===== src/rtl/kypd_scanner.sv =====
`default_nettype none
// +--------------------------------------------------------------------------+
// | Module   : kypd_scanner                                                  |
// | Brief    : 4x4 matrix keypad scanner with frame debounce and press event |
// | Option   : KYPD_GHOST_REJECT_EN drops frames with 3+ keys (ghosting)     |
// | Revision : 1.0                                                           |
// +--------------------------------------------------------------------------+
module kypd_scanner #(
  parameter int SCAN_DIV  = 100000,
  parameter int DEB_SCANS = 4
) (
  input  logic        clk,
  input  logic        reset,
  input  logic [3:0]  row,
  output logic [3:0]  col,
  output logic [15:0] keys,
  output logic        key_any,
  output logic        key_press,
  output logic [3:0]  key_code
);

  localparam int c_div_w = (SCAN_DIV > 1) ? $clog2(SCAN_DIV) : 1;
  localparam int c_cnt_w = (DEB_SCANS > 1) ? $clog2(DEB_SCANS) : 1;
  localparam logic [c_div_w-1:0] c_div_max = c_div_w'(SCAN_DIV - 1);
  localparam logic [c_cnt_w-1:0] c_cnt_max = c_cnt_w'(DEB_SCANS - 1);

  localparam logic [1:0] c_st_drive  = 2'd0;
  localparam logic [1:0] c_st_sample = 2'd1;
  localparam logic [1:0] c_st_eval   = 2'd2;

  logic [1:0]         r_state;
  logic [1:0]         w_state_nxt;
  logic [c_div_w-1:0] r_div;
  logic [1:0]         r_colidx;
  logic [3:0]         r_row_s1;
  logic [3:0]         r_row_s2;
  logic [15:0]        r_acc;
  logic [15:0]        r_prev;
  logic [c_cnt_w-1:0] r_cnt;
  logic [15:0]        r_keys;
  logic               r_key_any;
  logic               r_key_press;
  logic [3:0]         r_key_code;

  logic               w_sample;
  logic               w_eval;
  logic               w_ghost;
  logic [c_cnt_w-1:0] w_cnt_nxt;
  logic               w_update;
  logic [15:0]        w_new;
  logic [3:0]         w_code;

  always_ff @(posedge clk) begin
    if (!reset) begin
      r_state <= c_st_drive;
    end else begin
      r_state <= w_state_nxt;
    end
  end

  always_comb begin
    w_state_nxt = r_state;
    case (r_state)
      c_st_drive:  if (r_div == c_div_max) w_state_nxt = c_st_sample;
      c_st_sample: w_state_nxt = (r_colidx == 2'd3) ? c_st_eval : c_st_drive;
      c_st_eval:   w_state_nxt = c_st_drive;
      default:     w_state_nxt = c_st_drive;
    endcase
  end

  always_comb begin
    w_sample = (r_state == c_st_sample);
    w_eval   = (r_state == c_st_eval);
    col      = ~(4'b0001 << r_colidx);
  end

`ifdef KYPD_GHOST_REJECT_EN
  logic [4:0] w_pop;
  always_comb begin
    w_pop = '0;
    for (int i = 0; i < 16; i++) w_pop = w_pop + {4'b0000, r_acc[i]};
  end
  assign w_ghost = (w_pop >= 5'd3);
`else
  assign w_ghost = 1'b0;
`endif

  // Debounce decision and lowest-new-key encoder for the frame under evaluation
  always_comb begin
    if (r_acc != r_prev)        w_cnt_nxt = '0;
    else if (r_cnt == c_cnt_max) w_cnt_nxt = r_cnt;
    else                        w_cnt_nxt = r_cnt + 1'b1;
    w_update = (w_cnt_nxt == c_cnt_max) && (r_acc != r_keys) && !w_ghost;
    w_new    = r_acc & ~r_keys;
    w_code   = '0;
    for (int i = 15; i >= 0; i--) begin
      if (w_new[i]) w_code = 4'(i);
    end
  end

  always_ff @(posedge clk) begin
    if (!reset) begin
      r_div       <= '0;
      r_colidx    <= '0;
      r_row_s1    <= '0;
      r_row_s2    <= '0;
      r_acc       <= '0;
      r_prev      <= '0;
      r_cnt       <= '0;
      r_keys      <= '0;
      r_key_any   <= 1'b0;
      r_key_press <= 1'b0;
      r_key_code  <= '0;
    end else begin
      r_row_s1    <= ~row;
      r_row_s2    <= r_row_s1;
      r_key_press <= 1'b0;

      if ((r_state == c_st_drive) && (r_div != c_div_max)) begin
        r_div <= r_div + 1'b1;
      end else begin
        r_div <= '0;
      end

      if (w_sample) begin
        r_acc[{r_colidx, 2'b00} +: 4] <= r_row_s2;
        if (r_colidx != 2'd3) r_colidx <= r_colidx + 2'd1;
      end

      if (w_eval) begin
        if (w_ghost) begin
          r_cnt <= '0;
        end else begin
          r_cnt  <= w_cnt_nxt;
          r_prev <= r_acc;
        end
        if (w_update) begin
          r_keys    <= r_acc;
          r_key_any <= |r_acc;
          if (|w_new) begin
            r_key_press <= 1'b1;
            r_key_code  <= w_code;
          end
        end
        r_acc    <= '0;
        r_colidx <= '0;
      end
    end
  end

  assign keys      = r_keys;
  assign key_any   = r_key_any;
  assign key_press = r_key_press;
  assign key_code  = r_key_code;

endmodule
`default_nettype wire


===== config.mk =====
export PLATFORM = sky130hd
export DESIGN_NAME = kypd_scanner
export DESIGN_NICKNAME = d
export VERILOG_FILES = /design/src/rtl/kypd_scanner.sv
export SDC_FILE = /design/constraint.sdc
export NUM_CORES = 1
export LEC_CHECK = 0
export BUFFER_PORTS_ARGS = -buffer_cell sky130_fd_sc_hd__buf_4
export CORE_ASPECT_RATIO = 1.1
export CORE_MARGIN = 2
export CORE_UTILIZATION = 45
export CTS_BUF_LIST = sky130_fd_sc_hd__clkbuf_16
export DETAILED_ROUTE_END_ITERATION = 10
export SETUP_SLACK_MARGIN = 0.2
export SYNTH_ARGS = -nofsm -noshare
export SYNTH_HDL_FRONTEND = slang
export SYNTH_SLANG_ARGS = --single-unit

===== constraint.sdc =====
create_clock -name clk -period 3.4 [get_ports clk]
set_input_delay 0.68 -clock clk [delete_from_list [all_inputs] [get_ports clk]]
set_output_delay 0.68 -clock clk [all_outputs]
set_load 0.03 [all_outputs]

==> impl_metrics.env <==
export IMPL_gp_congestion=0.9394
export IMPL_start_util_pct=45.94
export IMPL_fin_tns_setup_ns=0
export IMPL_syn_inst=470
export IMPL_vias=3421
export IMPL_skew_ns=0.008823
export IMPL_power_total_mw=1.989
export IMPL_slowest_stage="nand3_1"
export IMPL_place_inst=600
export IMPL_finalSetupViolations=0
export IMPL_post_route_min_period_ns=2.537
export IMPL_drive_above_1_share_pct=11.60
export IMPL_ios=32
export IMPL_grt_pass1_vias=3202
export IMPL_postRouteAntennaNets=0
export IMPL_drv_cap=0
export IMPL_required_ns=3.61
export IMPL_worst_pin_slew_ns=0.8568
export IMPL_drc=0
export IMPL_synth_edf_count=0
export IMPL_final_nets=526
export IMPL_core_area_um2=8783
export IMPL_hold_violations=0
export IMPL_post_cts_resized=0
export IMPL_crit_fanout=18
export IMPL_leakagePower_nw=1.817
export IMPL_peakVddDrop_mv=0.2778
export IMPL_layout_common_cells="85 x dfxtp_1, 50 x nor2_1, 48 x nand2_1, 38 x buf_4, 35 x a21oi_1"
export IMPL_cts_hold_buf=0
export IMPL_antenna_found_initial=0
export IMPL_die_y_um=103.3
export IMPL_status="finished clean"
export IMPL_relSlewSlack_pct=42.72
export IMPL_worstPathCellList="xor2_1 > nor4_2 > nand3_1 > o31ai_1 > a21oi_1"
export IMPL_wire_per_inst_um=16.13
export IMPL_wl_um=9901
export IMPL_cp_arrival_ns=2.75
export IMPL_worst_path_buf_inv=0
export IMPL_cp_top_family="simple AND/OR/NAND/NOR gates"
export IMPL_timing_final_crit_share_pct=74.63
export IMPL_fin_cells=614
export IMPL_reg2reg_from="r_acc[15]"
export IMPL_die_w_um=94.29
export IMPL_p_per_area_nw_per_um2=427.4
export IMPL_dp_final_hpwl_um=6851
export IMPL_synthDistinctLibCells=45
export IMPL_fmax_mhz=394.1
export IMPL_rsz0062_at_grt="false"
export IMPL_crit_type="flop to flop"
export IMPL_finalMaxSlewViolations=0
export IMPL_final_core_util_pct=52.99
export IMPL_cp_end_kind="flop"
export IMPL_ys_seq_elements=85
export IMPL_routed_via_density=5.572
export IMPL_layout_commonest_cell="dfxtp_1"
export IMPL_multi_input_area_um2=2130
export IMPL_port_buffers=31
export IMPL_num_rows=36
export IMPL_avgSynthCellArea_um2=8.585
export IMPL_grt_total_usage_pct=21.70
export IMPL_grt_pass1_wl_um=16310
export IMPL_cts_sinks=85
export IMPL_cts_tree="done"
export IMPL_antenna_cells=0
export IMPL_syn_nets=499
export IMPL_post_cts_setup_buffers=0
export IMPL_die_area_um2=9741
export IMPL_synth_area_um2=4035
export IMPL_synth_warnings=0
export IMPL_drt_pass1_iterations=4
export IMPL_crit_start="r_acc[15]"
export IMPL_fillers=829
export IMPL_grt_ovfl_total=0
export IMPL_seqCellArea_um2=1702
export IMPL_slowest_delay_ns=0.68
export IMPL_insertion_delay_ns=0.34
export IMPL_area_growth_syn_to_layout_pct=15.35
export IMPL_clockRootBuffer="clkbuf_16"
export IMPL_grt_max_degree=41
export IMPL_cts_buffers=9
export IMPL_drt_initial_drc_count=156
export IMPL_clock_path_buffers=2
export IMPL_ys_seq_area_share_pct=42.17
export IMPL_synth_flop_cell="dfxtp_1"
export IMPL_hold_class="flop to flop"
export IMPL_startpoint_type="flop"
export IMPL_async_reset_ff_share_pct=0
export IMPL_clkTransAtPathRegs_ns=0.06
export IMPL_hold_start="r_row_s1[2]"
export IMPL_h_tree_depth=3
per-layer routing:
| metal | wire length, um | vias to the layer above | global-route usage, % |
|---|---|---|---|
| met5 | 0 | - | 0 |
| met2 | 4822 | 78 | 35.60 |
| li1 | - | 1720 | - |
| met3 | 457 | 14 | 4.638 |
| met4 | 164 | 0 | 7.469 |
| met1 | 4457 | 1609 | 28.55 |
registers in the layout, summed over array words and instances (netlist names), 2 cells and up:
register  flops
r_prev       16
key_code      4
r_cnt         2
r_colidx      2
r_state       2
r_row_s2      4
r_row_s1      4
r_acc        16
r_div        17
keys         16
power by group:
group	switching, mW	internal [mW]
Sequential	0.00562	1.00
Combinational	0.0225	0.00955
Clock	0.390	0.558
path summary, 6_finish.rpt:
kind | endpoint | slack (ns) | cells after the start
worst min register to register | r_row_s2[2] | 0.43 | 1
worst max-delay path | keys[14] | 0.86 | 5
worst max register to register | keys[14] | 0.86 | 5
worst min-delay path | r_row_s2[2] | 0.43 | 1
worst reg2reg max path, cell delays in order, from the launching register on:
cell,delay [ns]
dfxtp_1,0.52
xor2_1,0.16
nor4_2,0.40
nand3_1,0.68
o31ai_1,0.55
a21oi_1,0.10
area by class of cell:
| cell class | instances | share of cell area [%] |
|---|---|---|
| Clock buffer | 9 | 4.839 |
| Sequential cell | 85 | 36.56 |
| Clock inverter | 5 | 1.156 |
| Multi-Input combinational cell | 332 | 45.75 |
| Timing Repair Buffer | 38 | 6.129 |
| Inverter | 31 | 2.500 |
| Tap cell | 114 | 3.065 |
stage by stage:
step | setup slack [ns] | hold slack (ns) | area (um2)
6_report | 0.8627 | 0.4297 | 4654
5_1_grt | 0.6455 | 0.4387 | 4654
4_1_cts | 0.8691 | 0.4350 | 4654
3_5_place_dp | 0.8898 | 0.4209 | 4375
3_3_place_gp | 0.9567 | 0.4153 | 4375
2_1_floorplan | 1.210 | 0.4119 | 4035
cells by family after synthesis:
family                     share of synthesized area, %
DFF                                               42.17
buffers and inverters                             5.054
xor gates and xnor gates                          6.729
and+or+nand+nor                                   24.22
muxes                                            0.9923
adders and majority gates                         7.132
AOI/OAI and AO/OA                                 13.71
synthesized netlist by cell type, drive strengths merged, types with 4 or more instances:
| cell | number | share of area [%] |
|---|---|---|
| dfxtp | 85 | 42 |
| nor2 | 50 | 4.7 |
| nand2 | 49 | 4.6 |
| a21oi | 35 | 4.3 |
| inv | 31 | 2.9 |
| nand4 | 27 | 4.2 |
| xor2 | 27 | 5.9 |
| ha | 23 | 7.1 |
| nor4 | 19 | 3.4 |
| clkbuf | 18 | 1.7 |
| o31ai | 17 | 3.2 |
| a22oi | 16 | 3.0 |
| nand3 | 9 | 1.1 |
| or4 | 7 | 1.4 |
| and2 | 6 | 0.96 |
| nor2b | 6 | 0.93 |
| nor3 | 5 | 0.62 |
| buf | 4 | 0.50 |
| mux2i | 4 | 0.99 |
| xnor2 | 4 | 0.87 |
(Power assumes the default switching activity.)
